<file path="config.mk">
export PLATFORM = sky130hd
export DESIGN_NAME = dmem_arbiter
export DESIGN_NICKNAME = d
export VERILOG_FILES = /design/src/rtl/dmem_arbiter.sv
export SDC_FILE = /design/constraint.sdc
export NUM_CORES = 1
export LEC_CHECK = 0
export ABC_AREA = 0
export CAP_MARGIN = 20
export CORE_AREA = 2 2 76 63
export DETAILED_ROUTE_END_ITERATION = 6
export DIE_AREA = 0 0 78 65
export PLACE_DENSITY = 0.72
export RECOVER_POWER = 100
export SYNTH_ARGS = -nofsm -noshare
export SYNTH_HDL_FRONTEND = slang
export SYNTH_SLANG_ARGS = --single-unit
</file>
<file path="constraint.sdc">
create_clock -name Clk -period 1.7 [get_ports Clk]
set_clock_uncertainty 0.1 [all_clocks]
set_input_delay 0.51 -clock Clk [delete_from_list [all_inputs] [get_ports Clk]]
set_output_delay 0.51 -clock Clk [all_outputs]
set_load 0.03 [all_outputs]
</file>
<file path="src/rtl/dmem_arbiter.sv">
// ---------------------------------------------------------------------------
// dmem_arbiter
//
// Single-port arbiter in front of the 256x8 data memory. The processor core's
// load/store path and the host loader port share the one memory port. At most
// one access is granted per cycle (combinational, zero-cycle arbitration) and
// read data comes back one cycle after the grant. The core normally wins
// contention, but a starvation counter forces a host grant after MAXWAIT lost
// cycles. The host can also take the memory exclusively with h_lock.
//
// Ports:
//   Clk, Reset                     clock (posedge), synchronous active-high reset
//   c_req/c_we/c_addr/c_wdata      core request fields
//   c_gnt, c_rvalid, c_rdata       core grant, read-return pulse, read data
//   h_req/h_we/h_addr/h_wdata      host request fields
//   h_lock                         host asks for exclusive ownership
//   h_gnt, h_rvalid, h_rdata       host grant, read-return pulse, read data
//   mem_addr/mem_we/mem_wdata      to the data memory
//   mem_rdata                      combinational read data from the memory
//   locked                         host lock currently active
// ---------------------------------------------------------------------------
module dmem_arbiter #(
    parameter int AW      = 8,
    parameter int DW      = 8,
    parameter int MAXWAIT = 4
) (
    input  logic          Clk,
    input  logic          Reset,
    input  logic          c_req,
    input  logic          c_we,
    input  logic [AW-1:0] c_addr,
    input  logic [DW-1:0] c_wdata,
    output logic          c_gnt,
    output logic          c_rvalid,
    output logic [DW-1:0] c_rdata,
    input  logic          h_req,
    input  logic          h_we,
    input  logic [AW-1:0] h_addr,
    input  logic [DW-1:0] h_wdata,
    input  logic          h_lock,
    output logic          h_gnt,
    output logic          h_rvalid,
    output logic [DW-1:0] h_rdata,
    output logic [AW-1:0] mem_addr,
    output logic          mem_we,
    output logic [DW-1:0] mem_wdata,
    input  logic [DW-1:0] mem_rdata,
    output logic          locked
);

    typedef enum logic {
        ARB,
        LOCK
    } state_t;

    typedef enum logic [1:0] {
        RSEL_NONE,
        RSEL_CORE,
        RSEL_HOST
    } rsel_t;

    localparam logic [3:0] WMAX = 4'(MAXWAIT);

    state_t        state_q, state_d;
    logic [3:0]    wcnt_q, wcnt_d;
    rsel_t         rsel_q, rsel_d;
    logic [DW-1:0] c_rdata_q, c_rdata_d;
    logic [DW-1:0] h_rdata_q, h_rdata_d;

    // Grants follow the requests combinationally. Nothing is granted while
    // Reset is high, so a request raised during reset cannot touch memory.
    // In LOCK the host owns the port outright; in ARB the core wins a tie
    // unless the host has already lost MAXWAIT consecutive cycles.
    always_comb begin
        c_gnt = 1'b0;
        h_gnt = 1'b0;
        if (!Reset) begin
            if (state_q == LOCK) begin
                h_gnt = h_req;
            end else if (h_req && (!c_req || wcnt_q == WMAX)) begin
                h_gnt = 1'b1;
            end else begin
                c_gnt = c_req;
            end
        end
    end

    // Memory port mux: the granted requester drives the port; an idle cycle
    // parks everything at zero so no write can happen without a grant.
    always_comb begin
        mem_addr  = '0;
        mem_we    = 1'b0;
        mem_wdata = '0;
        if (h_gnt) begin
            mem_addr  = h_addr;
            mem_we    = h_we;
            mem_wdata = h_wdata;
        end else if (c_gnt) begin
            mem_addr  = c_addr;
            mem_we    = c_we;
            mem_wdata = c_wdata;
        end
    end

    // Next-state logic: lock entry/exit, the starvation counter, and the
    // read-return tag. Read data is captured from the memory on the grant
    // cycle, so the returned value reflects the memory before any write that
    // commits at the same edge.
    always_comb begin
        state_d   = state_q;
        wcnt_d    = wcnt_q;
        rsel_d    = RSEL_NONE;
        c_rdata_d = c_rdata_q;
        h_rdata_d = h_rdata_q;

        case (state_q)
            ARB: begin
                if (h_gnt && h_lock) begin
                    state_d = LOCK;
                end
                if (h_gnt || !h_req) begin
                    wcnt_d = '0;
                end else if (c_gnt && wcnt_q != WMAX) begin
                    wcnt_d = wcnt_q + 4'd1;
                end
            end
            LOCK: begin
                wcnt_d = '0;
                if (!h_req || !h_lock) begin
                    state_d = ARB;
                end
            end
            default: begin
                state_d = ARB;
                wcnt_d  = '0;
            end
        endcase

        if (c_gnt && !c_we) begin
            rsel_d    = RSEL_CORE;
            c_rdata_d = mem_rdata;
        end else if (h_gnt && !h_we) begin
            rsel_d    = RSEL_HOST;
            h_rdata_d = mem_rdata;
        end
    end

    // All state registers with synchronous reset.
    always_ff @(posedge Clk) begin
        if (Reset) begin
            state_q   <= ARB;
            wcnt_q    <= '0;
            rsel_q    <= RSEL_NONE;
            c_rdata_q <= '0;
            h_rdata_q <= '0;
        end else begin
            state_q   <= state_d;
            wcnt_q    <= wcnt_d;
            rsel_q    <= rsel_d;
            c_rdata_q <= c_rdata_d;
            h_rdata_q <= h_rdata_d;
        end
    end

    // Status and read-return outputs are masked while Reset is high so a read
    // granted just before reset never produces a visible pulse or data.
    assign c_rvalid = (rsel_q == RSEL_CORE) && !Reset;
    assign h_rvalid = (rsel_q == RSEL_HOST) && !Reset;
    assign c_rdata  = Reset ? '0 : c_rdata_q;
    assign h_rdata  = Reset ? '0 : h_rdata_q;
    assign locked   = (state_q == LOCK) && !Reset;

endmodule

</file>
==> qor.txt, run 1 <==
Outcome = finished with violations
CTS sink cnt = 23
Crit path buf inv count = 4
Failing checks = negative setup slack
Min Hold Slack = 398 ps
WL/cell = 14.6 um
Layout area overhead = 137%
CTS tree = done
Crit-path slowest cell = dfxtp_2
Post-synthesis register bit count = 23
Antenna violations before repair = 0
Worst-case clock buffer depth = 2
Leakage = 1.53 nW
Slew @ Worst Pin = 320 ps
Fmax = 0.425 GHz
Site Rows = 22
Design area = 3360 sq um
Placed insts = 331
Synth cell types = 23
Grt total ovfl = 0
Synth warn = 0
Setup ws final = -654 ps
Final Hold Viols = 0
Num CTS Buffers = 3
Max_cap viols = 0
Async SR Flop Fraction = 0%
Core ar. = 4400 sq um
Kind of end point of the critical path = output port
Syn avg cell area = 8.18 sq um
Clock Root Buffer = clkbuf_8
RSZ-0062 raised after global routing = yes
H-tree levels = 1
DR iter-0 viols = 61
Drt drc = 0
Top-level I/O count = 85
Vias/cell = 4.65
Seq/Total Area, Yosys = 32.5%
CP delay by family, top = buffers and inverters
Worst endpoint required time = 1090 ps
Post-Syn Area = 1420 sq um
Final Max Slew Viols = 0
Arrival time at the worst endpoint = 1740 ps
Period utilization = 138%
Crit-path cells = inv_2 -> ha_4 -> and3b_2 -> o21ai_4 -> buf_4 -> buf_12 -> o32ai_2 -> buf_4
Antenna diodes = 0
Die width = 78 um
Hpwl dp = 3.26 mm
Hold Crit Class = flop to flop
Synthesized instance count = 173
Min cycle time layout = 2350 ps
Largest net degree at the start of global routing = 18
Final Wtd Congestion = 0.769
CP Class = flop to output port
Post-Syn Nets = 222
First-pass GRT wire length = 8.09 mm
Area leader, netlist = dfxtp_1
Synth Flop Type = dfxtp_1
Die area = 5070 sq um
Vias in the first global route = 1638
Clock latency on the worst-skew pair = 270 ps
Initial core utilization = 32.1%
VDD IR-drop max = 0.000545 V
Startpoint types = flop
Port-buffer cells = 84
Relative slew slack = 78.6%
Vias = 1642
Overall routing resource usage = 20.3%
Synth top area cells = dfxtp_1 (33%), nand2b_1 (19%), mux2i_1 (12%)
Post-synth EDFFs = 0
Top-area cell type share of the netlist area = 32.5%
Most used cell along the critical path = buf_4
Area after DPL = 2790 sq um
Nets = 343
# setup viols final = 33
CP max stage delay = 340 ps
Pwr/cell area = 482 nW/um^2
Cts hold-fix bufs = 0
Finished Layout Cells = 353
Routed Wire Length = 5.15 mm
Fin util = 76.3%
Number of routed nets with antenna violations = 0
Share of cells above drive strength 1 = 51.2%
Worst-path fanout max = 7
CTS clk-pin slew, worst paths = 90 ps
Die Y = 65 um
Router iterations before antenna repair = 4
Yosys cell counts, types with 2 or more instances:
master    count
nand2b_1     44
inv_1        36
dfxtp_1      23
mux2i_1      17
o32ai_1      17
clkbuf_1      7
nor2_1        4
nor3b_1       4
buf_2         3
nor3_1        3
ha_1          2
nand3b_1      2
layer usage:
| metal | vias to the layer above | GRT usage, % | wire length, um |
|---|---|---|---|
| li1 | 809 | - | - |
| met5 | - | 0 | 0 |
| met2 | 50 | 37.4 | 2630 |
| met3 | 8 | 5.57 | 316 |
| met4 | 0 | 3.29 | 87 |
| met1 | 775 | 24.0 | 2120 |
flip-flops by register name, indices dropped and copies added (netlist names):
| name | flops |
|---|---|
| state_q | 1 |
| rsel_q | 2 |
| h_rdata_q | 8 |
| wcnt_q | 4 |
| c_rdata_q | 8 |
cell usage in the layout, fill, tap and decap left out, drive strengths merged, types with 2 or more instances in the layout:
| cell | n |
|---|---|
| buf | 80 |
| nand2b | 44 |
| clkdlybuf4s50 | 43 |
| inv | 36 |
| dfxtp | 23 |
| mux2i | 17 |
| o32ai | 17 |
| clkbuf | 5 |
| nor2 | 4 |
| nor3b | 4 |
| nor3 | 3 |
| nand3b | 2 |
| dlygate4sd2 | 2 |
| nand3 | 2 |
| ha | 2 |
path summary, 6_finish.rpt:
path / startpoint / end / slack [ps] / cells past startpoint
worst max-delay path: wcnt_q[1]$_SDFFE_PP0P_ / mem_wdata[4] / -650 / 8
worst min-delay path: h_rdata_q[4]$_SDFFE_PP0P_ / h_rdata_q[4]$_SDFFE_PP0P_ / 400 / 2
worst max register to register: wcnt_q[1]$_SDFFE_PP0P_ / h_rdata_q[5]$_SDFFE_PP0P_ / 70 / 6
worst min register to register: h_rdata_q[4]$_SDFFE_PP0P_ / h_rdata_q[4]$_SDFFE_PP0P_ / 400 / 2
repair_timing:
item,in CTS,in global routing
setup endpoints to repair,48,38
buffers inserted,6,11
endpoints found under the hold margin,0,0
pin swaps,13,3
gates cloned,4,1
gates resized for setup,74,19
power breakdown:
group	internal, W	switching (W)
Clock	0.000166	0.000192
Sequential	0.000559	0.0000162
Combinational	0.000386	0.000301
stage by stage:
stage                     setup slack [ps]  power [W]  TNS, ps
final                                 -654    0.00162   -13150
after global routing                  -706    0.00169   -14510
after CTS                             -638    0.00161   -12350
after detailed placement              -756    0.00114   -22100
after global placement                -744    0.00113   -21470
after floorplan                       -369   0.000915    -5650
cell type report:
type                       instances  area, sq um
timing repair buffer             127         1370
multi-input combinational        103         1270
fill                             281         1040
sequential                        23          463
inverter                          36          135
tap                               60         75.1
clock buffer                       3         41.3
clock inverter                     1         7.51
tightest hold or removal path, cell delays in order, from the launching register on:
cell and delay (ps):
dfxtp_1 330, nand2b_4 70, mux2i_1 50
cells by family (layout without fill, tap and decap cells):
group                      after synthesis  count (layout)  synth area share [%]
AOI/OAI and AO/OA                       20              20                  11.9
adders and majority gates                2               2                  1.77
buffers and inverters                   47             167                  13.3
DFF                                     23              23                  32.5
muxes                                   17              17                  12.0
and+or+nand+nor                         64              64                  28.5
Note: power is estimated with default switching activity, not from simulation.
==> run 2: changes to the inputs <==
--- a/config.mk
+++ b/config.mk
@@ -7,11 +7,13 @@
 export LEC_CHECK = 0
 export ABC_AREA = 0
 export CAP_MARGIN = 20
-export CORE_AREA = 2 2 76 63
+export CORE_AREA = 2 2 63 53
 export DETAILED_ROUTE_END_ITERATION = 6
-export DIE_AREA = 0 0 78 65
-export PLACE_DENSITY = 0.72
+export DIE_AREA = 0 0 65 55
+export DONT_BUFFER_PORTS = 1
+export PLACE_DENSITY = 0.63
 export RECOVER_POWER = 100
+export SKIP_LAST_GASP = 1
 export SYNTH_ARGS = -nofsm -noshare
 export SYNTH_HDL_FRONTEND = slang
 export SYNTH_SLANG_ARGS = --single-unit
==> run 2 against run 1 <==
The run still ends with negative setup slack left. First-iteration DRC count down 70%. Combinational power decreased by 36%. Worst hold slack lost 190 ps. Cell count decreased by 33%. Cell area fell by 33%. Power is 18% lower. Routed wire length decreased by 26%. Clock power is 11% lower. Via count is 24% lower. Utilization is 0.48 points higher. Critical path type unchanged. Critical endpoint is now mem_addr[2].
==> qor.txt, run 2 (synthesis gave the netlist of run 1 again) <==
Outcome = finished with violations
Failing checks = negative setup slack
DR iter-0 viols = 18 (-70%)
Finished Layout Cells = 238 (-33%)
Final Max Slew Viols = 0 (unchanged)
CTS tree = done
Antenna violations before repair = 0 (unchanged)
Worst-path fanout max = 10 (+3)
Final Hold Viols = 0 (unchanged)
Site Rows = 18 (-18%)
Setup ws final = -593 ps (+61.1 ps)
CTS sink cnt = 23 (unchanged)
Relative slew slack = 72.9% (-5.7 points)
Hold Crit Class = input pin to flop
Grt total ovfl = 0 (unchanged)
Vias/cell = 5.25 (+13%)
Worst-case clock buffer depth = 2 (unchanged)
Placed insts = 226 (-32%)
H-tree levels = 1 (unchanged)
Number of routed nets with antenna violations = 0 (unchanged)
Slew @ Worst Pin = 409 ps (+88.4 ps)
Cts hold-fix bufs = 0 (unchanged)
Die area = 3580 sq um (-29%)
RSZ-0062 raised after global routing = yes
Die Y = 55 um (-15%)
Core ar. = 2950 sq um (-33%)
Vias in the first global route = 1143 (-30%)
VDD IR-drop max = 0.000588 V (+7.8%)
Clock latency on the worst-skew pair = 260 ps (about the same)
Pwr/cell area = 585 nW/um^2 (+21%)
Vias = 1250 (-24%)
Most common cell after layout, fill and taps aside = nand2b_1
Setup WS pre-CTS = -315 ps (+441 ps)
Port-buffer cells = 0 (-100%)
Num CTS Buffers = 3 (unchanged)
Final Wtd Congestion = 0.679 (-12%)
Die width = 65 um (-17%)
CP Class = flop to output port
Nets = 248 (-28%)
Min cycle time layout = 2290 ps (-61.1 ps)
WL/cell = 15.9 um (+9.1%)
Hpwl dp = 2.73 mm (-16%)
Worst endpoint required time = 1090 ps (about the same)
Overall routing resource usage = 19.7% (-0.66 points)
Layout area overhead = 60.0%
Initial core utilization = 48.0% (+16 points)
First-pass GRT wire length = 5.34 mm (-34%)
Router iterations before antenna repair = 4 (unchanged)
Share of cells above drive strength 1 = 34.3% (-17 points)
Leakage = 1.01 nW (-34%)
Antenna diodes = 0 (unchanged)
CTS clk-pin slew, worst paths = 70 ps (-20 ps)
Max_cap viols = 0 (unchanged)
Startpoint types = flop
Arrival time at the worst endpoint = 1680 ps (-60 ps)
Drt drc = 0 (unchanged)
Clock Root Buffer = clkbuf_8
Top flop regs = c_rdata_q (8), h_rdata_q (8), wcnt_q (4)
Commonest cells after routing, fill and taps aside = nand2b_1 (44), inv_1 (34), dfxtp_1 (19)
Period utilization = 135% (-3.6 points)
Kind of end point of the critical path = output port
Largest net degree at the start of global routing = 68 (+50)
Top-level I/O count = 85 (unchanged)
# setup viols final = 19 (-42%)
Routed Wire Length = 3.79 mm (-26%)
Fmax = 0.436 GHz (+2.7%)
run 2: changes by cell type in the layout (fill, tap and decap cells not counted), sizes merged:
cell	before	now
clkdlybuf4s50	43	0
dlygate4sd2	2	0
buf	80	30
clkbuf	5	6
clkinvlp	1	0
run 2: final timing paths:
path / start / end / slack [ps] / cells after the start
worst max-delay path: wcnt_q[1]$_SDFFE_PP0P_ / mem_addr[2] / -590 / 7
worst min-delay path: h_we / rsel_q[1]$_SDFF_PP0_ / 210 / 1
worst max register to register: wcnt_q[1]$_SDFFE_PP0P_ / c_rdata_q[2]$_SDFFE_PP0P_ / 140 / 7
worst min register to register: h_rdata_q[5]$_SDFFE_PP0P_ / h_rdata_q[5]$_SDFFE_PP0P_ / 390 / 2
run 2: power breakdown:
| part | internal, W | switching [W] |
|---|---|---|
| registers | 0.000560 | 0.00000788 |
| logic | 0.000211 | 0.000226 |
| clock network | 0.000167 | 0.000153 |
| total | 0.000938 | 0.000387 |
run 2: layout make-up:
type                       instances  area, sq um
multi-input combinational        103         1140
fill                             211          686
sequential                        23          465
timing repair buffer              32          427
inverter                          36          135
tap                               40         50.0
clock buffer                       4         45.0
run 2: per-layer routing:
| layer | global-route usage [%] | wire length (um) | vias up |
|---|---|---|---|
| met5 | 0 | 0 | - |
| met2 | 39.9 | 2180 | 38 |
| met4 | 3.55 | 16 | 0 |
| met1 | 21.5 | 1380 | 598 |
| met3 | 4.66 | 210 | 2 |
| li1 | - | - | 612 |
run 2: metrics by stage:
| stage | hold WS (ps) | setup TNS (ps) | total power [W] | area (sq um) | utilization, % |
|---|---|---|---|---|---|
| 2_1_floorplan | 328 | -5650 | 0.000915 | 1850 | - |
| 3_3_place_gp | 369 | -5100 | 0.000970 | 2080 | 70.4 |
| 3_5_place_dp | 378 | -5430 | 0.000980 | 2080 | 70.4 |
| 4_1_cts | 213 | -10930 | 0.00132 | 2190 | 74.3 |
| 5_1_grt | 198 | -11940 | 0.00138 | 2260 | 76.8 |
| 6_report | 210 | -10570 | 0.00132 | 2260 | 76.8 |
run 2: repair_timing:
action	in CTS	in global routing
gates resized for setup	5	7
setup endpoints to repair	27	28
hold endpoints to repair	0	0
gates cloned	1	1
setup buffers	4	2
pin swaps	0	10
run 2: critical path: stages, from the launching register on:
cell and delay (ps):
dfxtp_2 330, inv_2 40, ha_4 150, nand4b_1 150, nand2_4 110, buf_12 170
o32ai_4 300, buf_12 160
